`src/rtl/uart_pkg.sv`:
```
// Shared definitions for the 8N1 UART link: receiver state encoding,
// default frame geometry and line levels.
package uart_pkg;

  typedef enum logic [1:0] {
    IDLE  = 2'd0,
    START = 2'd1,
    DATA  = 2'd2,
    STOP  = 2'd3
  } rx_state_e;

  localparam int OVERSAMPLE_DEF = 16;
  localparam int DATA_BITS_DEF  = 8;

  localparam logic START_LVL = 1'b0;
  localparam logic STOP_LVL  = 1'b1;
  localparam logic IDLE_LVL  = 1'b1;

endpackage

```
`src/rtl/uart_sync2.sv`:
```
// Two-flop synchronizer for a single asynchronous input. RST_VAL sets the
// level both flops take during reset.
module uart_sync2 #(
  parameter logic RST_VAL = 1'b1
) (
  input  logic clk_i,
  input  logic rst_ni,
  input  logic d_i,
  output logic q_o
);

  logic [1:0] ff_q;

  always_ff @(posedge clk_i or negedge rst_ni) begin
    if (!rst_ni) ff_q <= {2{RST_VAL}};
    else         ff_q <= {ff_q[0], d_i};
  end

  assign q_o = ff_q[1];

endmodule

```
`src/rtl/uart_receiver.sv`:
```
// 8N1 UART receiver sampling on an oversampled tick. Recovers each bit at
// mid-bit and hands the byte over on a rdy/rdy_clr handshake.
module uart_receiver
  import uart_pkg::*;
#(
  parameter int OVERSAMPLE = OVERSAMPLE_DEF,
  parameter int DATA_BITS  = DATA_BITS_DEF
) (
  input  logic                 clk,
  input  logic                 reset,
  input  logic                 clk_en,
  input  logic                 rx,
  input  logic                 rdy_clr,
  output logic [DATA_BITS-1:0] data,
  output logic                 rdy,
  output logic                 frame_err,
  output logic                 overrun,
  output logic                 busy
);

  localparam int CNT_W = $clog2(OVERSAMPLE);
  localparam int BIT_W = $clog2(DATA_BITS + 1);

  localparam logic [CNT_W-1:0] CNT_MID  = CNT_W'(OVERSAMPLE / 2 - 1);
  localparam logic [CNT_W-1:0] CNT_LAST = CNT_W'(OVERSAMPLE - 1);
  localparam logic [BIT_W-1:0] BIT_LAST = BIT_W'(DATA_BITS - 1);

  logic rx_s;

  rx_state_e            state_q, state_d;
  logic [CNT_W-1:0]     cnt_q, cnt_d;
  logic [BIT_W-1:0]     bit_q, bit_d;
  logic [DATA_BITS-1:0] sh_q, sh_d;
  logic [DATA_BITS-1:0] data_q, data_d;
  logic                 rdy_q, rdy_d;
  logic                 ferr_q, ferr_d;
  logic                 ovr_q, ovr_d;
  // Set after a low stop bit: wait for the line to recover before re-arming.
  logic                 brk_q, brk_d;

  uart_sync2 #(.RST_VAL(IDLE_LVL)) u_sync (
    .clk_i  (clk),
    .rst_ni (reset),
    .d_i    (rx),
    .q_o    (rx_s)
  );

  always_comb begin
    state_d = state_q;
    cnt_d   = cnt_q;
    bit_d   = bit_q;
    sh_d    = sh_q;
    data_d  = data_q;
    rdy_d   = rdy_q;
    ferr_d  = ferr_q;
    ovr_d   = ovr_q;
    brk_d   = brk_q;

    if (rdy_clr) begin
      rdy_d = 1'b0;
      ovr_d = 1'b0;
    end

    if (clk_en) begin
      unique case (state_q)
        IDLE: begin
          if (rx_s == START_LVL) begin
            state_d = START;
            cnt_d   = '0;
          end
        end

        START: begin
          if (cnt_q == CNT_MID) begin
            cnt_d = '0;
            bit_d = '0;
            state_d = (rx_s == START_LVL) ? DATA : IDLE;
          end else begin
            cnt_d = cnt_q + CNT_W'(1);
          end
        end

        DATA: begin
          if (cnt_q == CNT_LAST) begin
            sh_d  = {rx_s, sh_q[DATA_BITS-1:1]};
            cnt_d = '0;
            if (bit_q == BIT_LAST) begin
              bit_d   = '0;
              state_d = STOP;
            end else begin
              bit_d = bit_q + BIT_W'(1);
            end
          end else begin
            cnt_d = cnt_q + CNT_W'(1);
          end
        end

        STOP: begin
          if (brk_q) begin
            if (rx_s == STOP_LVL) begin
              brk_d   = 1'b0;
              cnt_d   = '0;
              state_d = IDLE;
            end
          end else if (cnt_q == CNT_LAST) begin
            cnt_d = '0;
            if (rx_s == STOP_LVL) begin
              data_d  = sh_q;
              rdy_d   = 1'b1;
              ferr_d  = 1'b0;
              // A simultaneous host clear wins over the overrun flag.
              if (rdy_q && !rdy_clr) ovr_d = 1'b1;
              state_d = IDLE;
            end else begin
              ferr_d = 1'b1;
              brk_d  = 1'b1;
            end
          end else begin
            cnt_d = cnt_q + CNT_W'(1);
          end
        end

        default: begin
          state_d = IDLE;
          cnt_d   = '0;
          bit_d   = '0;
          brk_d   = 1'b0;
        end
      endcase
    end
  end

  always_ff @(posedge clk or negedge reset) begin
    if (!reset) begin
      state_q <= IDLE;
      cnt_q   <= '0;
      bit_q   <= '0;
      sh_q    <= '0;
      data_q  <= '0;
      rdy_q   <= 1'b0;
      ferr_q  <= 1'b0;
      ovr_q   <= 1'b0;
      brk_q   <= 1'b0;
    end else begin
      state_q <= state_d;
      cnt_q   <= cnt_d;
      bit_q   <= bit_d;
      sh_q    <= sh_d;
      data_q  <= data_d;
      rdy_q   <= rdy_d;
      ferr_q  <= ferr_d;
      ovr_q   <= ovr_d;
      brk_q   <= brk_d;
    end
  end

  assign data      = data_q;
  assign rdy       = rdy_q;
  assign frame_err = ferr_q;
  assign overrun   = ovr_q;
  assign busy      = (state_q != IDLE);

endmodule

```
`config.mk`:
```
export PLATFORM = sky130hd
export DESIGN_NAME = uart_receiver
export DESIGN_NICKNAME = d
export VERILOG_FILES = /design/src/rtl/uart_pkg.sv /design/src/rtl/uart_sync2.sv /design/src/rtl/uart_receiver.sv
export SDC_FILE = /design/constraint.sdc
export NUM_CORES = 1
export LEC_CHECK = 0
export ABC_CLOCK_PERIOD_IN_PS = 1800
export CORE_UTILIZATION = 30
export DETAILED_ROUTE_END_ITERATION = 12
export GPL_ROUTABILITY_DRIVEN = 0
export SLEW_MARGIN = 20
export SYNTH_ARGS = -nofsm -noshare
export SYNTH_HDL_FRONTEND = slang
export SYNTH_HIERARCHICAL = 1
export SYNTH_SLANG_ARGS = --single-unit
```
`constraint.sdc`:
```
create_clock -name clk -period 1.8 [get_ports clk]
set_input_delay 0.18 -clock clk [delete_from_list [all_inputs] [get_ports clk]]
set_output_delay 0.18 -clock clk [all_outputs]
set_load 0.01 [all_outputs]
```
==> run_results.csv, run 1 <==
group,metric,value,unit
setup_path,r2r_slack,0.11,ns
sta,final_max_slew_viol_count,0,
yosys,synth_cell_type_count,38,
yosys,synth_top_cell_by_area,"dfrtp_1",
final_layout,final_common_cell,"dfrtp_1",
setup_path,critPathLaunchType,"flip-flop",
clocking,clock-sinks,32,
clocking,cts_root_buf,"clkbuf_8",
yosys,synth_top_area_share,0.5249,
clocking,holdBufCountCts,0,
floorplan,core_area,4474,um2
routing,vias_per_cell,4.949,
sta,rsz0062_at_grt,"false",
floorplan,dieArea,5047,um2
sta,finalSetupTns,0,ns
yosys,yosysSeqAreaShare,0.5617,
setup_path,cp_cell_sequence,"or3b_2, o211ai_1, buf_4, nor2_1, o22a_1",
pwr,power.density,1121,nW/um2
place,place_area,1720,um2
global_route,grt_util_all_layers,0.1226,
clocking,cts_tree,"done",
floorplan,die_y,71.05,um
final_layout,antenna_cells,0,
floorplan,initial_core_util,0.3196,
setup_path,end_kind,"flip-flop",
sta,max-slew-margin-rel,0.7394,
sta,clock_skew,0.004575,ns
global_route,grt_pass1_wl,4.761,mm
routing,postRouteAntennaNets,0,
clocking,htree_levels,2,
status,outcome,"completed",
pwr,p_leak,0.0008640,uW
yosys,syn_inst,116,
floorplan,io_pins,17,
pwr,ir_drop,0.6248,mV
sta,finalSetupViolCount,0,
final_layout,fin_nets,152,
yosys,ys_warn_count,6,
sta,fmax,0.5905,GHz
sta,hold_viol,0,
clocking,cts_resized,0,
yosys,post_synth.cell_area_avg,12.33,um2
global_route,grt_max_degree,33,
setup_path,r2r_cells,5,
setup_path,worstPathMaxFanout,6,
setup_path,cpPeakStageDelay,0.58,ns
clocking,cts_setup_buffers,0,
yosys,syn-num-nets,123,
routing,drc_errors,0,
setup_path,required,1.97,ns
clocking,clkTransAtPathRegs,0.06,ns
yosys,synth_area_leaders,"dfrtp_1, mux2_2, dfstp_2",
setup_path,crit_path_top_delay_cell,"dfstp_2",
yosys,ys_seq_elements,32,
final_layout,drive_gt1_frac,0.3151,
pwr,power.total,2080,uW
floorplan,num_rows,24,
yosys,ys.flop_type,"dfrtp_1",
sta,post-route-period-util,0.9408,
sta,worst_pin_slew,0.3909,ns
yosys,async_flop_share,1.000,
run,max_cap_violations,0,
global_route,grt_pass1_vias,1061,
floorplan,fp.dieW,71.05,um
routing,vias,980,
clocking,cts_buffers,5,
place,hpwl,1.826,mm
setup_path,r2r-end,"cnt_q[2]",
final_layout,syn2layout_area_growth,29.66,%
global_route,antenna_found_initial,0,
setup_path,crit_arrival,1.86,ns
routing,wl_per_cell,13.20,um
final_layout,final_cell_mix,"dfrtp_1, mux2_2, clkdlybuf4s50_1, nand2_1",
sta,fin_crit,1.693,ns
global_route,grt_remaining_overflow,0,
routing,wl,2.613,mm
hold_path,hold_class,"in -> async",
place,io_buffer_count,16,
routing,drt-initial-drc-count,29,
clocking,clock_path_buffers,2,
clocking,clk_latency,0.28,ns
setup_path,path_class,"reg -> reg",
yosys,netlist_area,1430,um2
routing,drt_pass1_iterations,4,
yosys,synth_edf_count,0,
final_layout,final_area,1854,um2
setup_path,timing.rr.start,"u_sync/ff_q[1]",
[cell type report]
type                    instances  area (um2)
clock buffers                   7       96.34
well taps                      52       65.06
fillers                       414        2620
flip-flops and latches         32       804.5
clock inverters                 1       30.03
repair buffers                 25       244.0
inverters                       6       22.52
multi-input cells              75       591.8
[power by group]
| part | leakage [uW] | switching [uW] | internal, uW |
|---|---|---|---|
| Combinational | 0.000368 | 199 | 220 |
| Clock | 0.0000645 | 250 | 488 |
| Sequential | 0.000431 | 130 | 792 |
| Total | 0.000864 | 580 | 1500 |
[sequential cells by signal, indices dropped and copies added (netlist names), named ones only]
signal,cells
data,8
rdy,1
sh_q,8
bit_q,4
state_q,1
frame_err,1
cnt_q,4
overrun,1
brk_q,1
u_sync/ff_q,2
[worst max-delay path, delay by kind of cell, from the launching register on]
kind	cells	cell delay (ns)
buffers and inverters	1	0.20
and+or+nand+nor	2	0.49
DFF	1	0.58
AOI/OAI and AO/OA	2	0.32
[per-stage QoR]
| step | cells | utilization | setup slack [ns] | hold WS [ns] |
|---|---|---|---|---|
| 3_3_place_gp | 190 | 0.3845 | 0.04014 | 0.3471 |
| 6_report | 198 | 0.4144 | 0.1066 | 0.2879 |
| 3_5_place_dp | 190 | 0.3845 | 0.01282 | 0.3490 |
| 2_1_floorplan | 116 | - | 0.07001 | -0.1156 |
| 5_1_grt | 198 | 0.4144 | 0.01058 | 0.2948 |
| 4_1_cts | 198 | 0.4128 | 0.04935 | 0.2967 |
[logic make-up (layout without fill, tap and decap cells)]
family	Yosys count	count (layout)	synth area share
adders and majority gates	2	2	0.01750
muxes	18	18	0.1417
DFF	32	32	0.5617
and+or+nand+nor	37	37	0.1584
xor gates and xnor gates	1	1	0.006125
AOI/OAI and AO/OA	17	17	0.08838
buffers and inverters	9	39	0.02624
[worst max-delay path by stage]
stage / from / endpoint / slack, ns / depth (start not counted)
global route: cnt_q[0] / data[4] / 0.01 / 5
floorplan: cnt_q[0] / data[0] / 0.07 / 4
detailed placement: clk_en / data[0] / 0.01 / 5
finish: u_sync/ff_q[1] / cnt_q[2] / 0.11 / 5
CTS: cnt_q[0] / data[4] / 0.05 / 5
global placement: clk_en / data[3] / 0.04 / 5
[metal layers]
layer / track usage / wire length [um] / share of wire
met1: 0.1429 / 1162 / 0.44
met2: 0.2030 / 1295 / 0.50
met3: 0.02849 / 90 / 0.034
met5: 0 / 0 / 0
met4: 0.08000 / 65 / 0.025
[synthesized netlist by cell type, types with 2 or more instances]
master	n
buf_2	3
dfrtp_1	30
dfstp_2	2
ha_1	2
inv_1	6
mux2_2	18
nand2_1	10
nand3_1	4
nor2_1	7
nor3_1	2
o21ai_0	4
o22a_1	2
Note: power is estimated with default switching activity, not from simulation.
==> run 2, diff against run 1 <==
--- a/config.mk
+++ b/config.mk
@@ -9,6 +9,7 @@
 export CORE_UTILIZATION = 30
 export DETAILED_ROUTE_END_ITERATION = 12
 export GPL_ROUTABILITY_DRIVEN = 0
+export REMOVE_ABC_BUFFERS = 1
 export SLEW_MARGIN = 20
 export SYNTH_ARGS = -nofsm -noshare
 export SYNTH_HDL_FRONTEND = slang
==> run 2 against run 1 <==
Sequential share of layout area is 0.62 points higher. Clock skew hardly changed. Wire length is 3.6% lower. Critical path depth is 2 lower. First-iteration DRC count is 3.4% higher. Via count is 0.51% higher. Combinational power is 1% lower. Non-clock buffer count is 2 higher. Register-to-register slack hardly changed. Sequential power is 0.5% lower. Cell count is 1.0% higher.
==> run_results.csv, run 2 (synthesized netlist as in run 1, its figures left out) <==
group,metric,value,unit
status,outcome,"completed",
sta,rsz0062_at_grt,"false",
sta,hold_ws,0.2924,ns
clocking,clock_path_buffers,2,
place,io_buffer_count,16,
global_route,antenna_found_initial,0,
setup_path,critPathLaunchType,"flip-flop",
routing,vias_per_cell,4.925,
pwr,p_leak,0.0008596,uW
setup_path,end_kind,"output port",
pwr,power_switching,572.1,uW
final_layout,drive_gt1_frac,0.3108,
clocking,cts_buffers,5,
pwr,combPwrFrac,0.214,
routing,postRouteAntennaNets,0,
routing,wl_per_cell,12.60,um
global_route,grt_remaining_overflow,0,
global_route,grt_pass1_wl,4.505,mm
pwr,swShare,0.2965,
sta,finalSetupViolCount,0,
setup_path,cpPeakStageDelay,0.56,ns
floorplan,io_pins,17,
clocking,cts_root_buf,"clkbuf_8",
final_layout,final_cell_mix,"dfrtp_1, mux2_2, clkdlybuf4s50_1, buf_4, nand2_1",
sta,hold_viol,0,
floorplan,die_y,71.05,um
pwr,power_frac_seq,0.475,
routing,drt_pass1_iterations,3,
clocking,htree_levels,2,
sta,fin_crit,1.727,ns
floorplan,num_rows,24,
clocking,clock-sinks,32,
place,pre_cts_ws,0.02279,ns
global_route,grt_max_degree,33,
pwr,power_frac_clock,0.311,
routing,drc_errors,0,
pwr,ir_drop,0.5744,mV
final_layout,nFillCells,426,
sta,max-slew-margin-rel,0.7397,
sta,worst_pin_slew,0.3905,ns
setup_path,crit_path_top_delay_cell,"dfrtp_1",
pwr,p_int,1357,uW
setup_path,cp_cell_sequence,"nor2_1, inv_1, clkdlybuf4s50_1",
setup_path,path_class,"reg -> out",
global_route,grt_pass1_vias,1023,
floorplan,dieArea,5047,um2
clocking,clkTransAtPathRegs,0.06,ns
setup_path,worstPathMaxFanout,13,
final_layout,finalCoreUtilization,0.4080,
routing,vias,985,
floorplan,fp.dieW,71.05,um
setup_path,crit_arrival,1.55,ns
final_layout,final_common_cell,"dfrtp_1",
final_layout,antenna_cells,0,
sta,final_max_slew_viol_count,0,
global_route,grt_util_all_layers,0.1167,
sta,finalSetupTns,0,ns
setup_path,required,1.62,ns
run,max_cap_violations,0,
place,hpwl,1.826,mm
sta,fmax,0.5790,GHz
floorplan,initial_core_util,0.3196,
routing,wl,2.519,mm
routing,drt-initial-drc-count,30,
hold_path,hold_class,"in -> async",
final_layout,syn2layout_area_growth,27.65,%
final_layout,fin_nets,154,
sta,clock_skew,0.004425,ns
sta,post-route-period-util,0.9596,
pwr,power.density,1057,nW/um2
floorplan,core_area,4474,um2
sta,setup_slack,0.07279,ns
clocking,cts_tree,"done",
clocking,clk_latency,0.28,ns
-- run 2: cell count changes in the layout (fill, tap and decap cells not counted) --
cell / before / now
buf_4: 7 / 11
buf_12: 1 / 0
buf_6: 1 / 0
bufinv_16: 1 / 0
clkbuf_1: 0 / 1
dfrtp_1: 29 / 30
dfrtp_2: 1 / 0
-- run 2: cell type report --
cell class	count	area (um2)	area share
Sequential cell	32	803.3	0.4400
Clock buffer	8	100.1	0.05483
Multi-Input combinational cell	75	591.8	0.3242
Timing Repair Buffer	27	242.7	0.1330
Tap cell	52	65.06	0.03564
Inverter	6	22.52	0.01234
-- run 2: repair_timing --
item / CTS / global route
buffers inserted: 0 / 0
hold buffers: 0 / 0
resized for setup: 0 / 1
endpoints found under the setup margin: 0 / 9
-- run 2: metal layers --
metal	vias up	track usage	routed length (um)
met4	0	0.06000	56
li1	481	-	-
met2	14	0.1912	1203
met1	484	0.1387	1159
met5	-	0	0
met3	6	0.03561	100
-- run 2: worst paths after layout --
check	startpoint	to	slack (ns)	depth (start not counted)
min	reset	state_q[0]	0.29	2
min reg2reg	u_sync/ff_q[0]	u_sync/ff_q[1]	0.36	0
max in group asynchronous	reset	u_sync/ff_q[1]	1.19	2
min in group clk	rx	u_sync/ff_q[0]	0.31	1
max	flip-flop	busy	0.07	3
max reg2reg	cnt_q[0]	data[6]	0.11	5
-- run 2: worst max-delay path, delay by kind of cell (launching register included) --
family | cells | cell delay, ns
AND/OR/NAND/NOR | 1 | 0.07
flip-flops | 1 | 0.56
buffers and inverters | 2 | 0.64
-- run 2: stage by stage --
| step | power, uW | instance area, um2 | cells |
|---|---|---|---|
| 2_1_floorplan | 1164 | 1415 | 113 |
| 3_3_place_gp | 1325 | 1723 | 192 |
| 3_5_place_dp | 1345 | 1723 | 192 |
| 4_1_cts | 1952 | 1823 | 200 |
| 5_1_grt | 2048 | 1826 | 200 |
| 6_report | 1930 | 1826 | 200 |
-- run 2: power groups by stage --
stage               Clock (uW)  Combinational [uW]  Sequential, uW
floorplan                    0                 266             898
global placement             0                 401             924
detailed placement           0                 416             930
CTS                        619                 416             916
global route               647                 472             929
finish                     600                 413             917
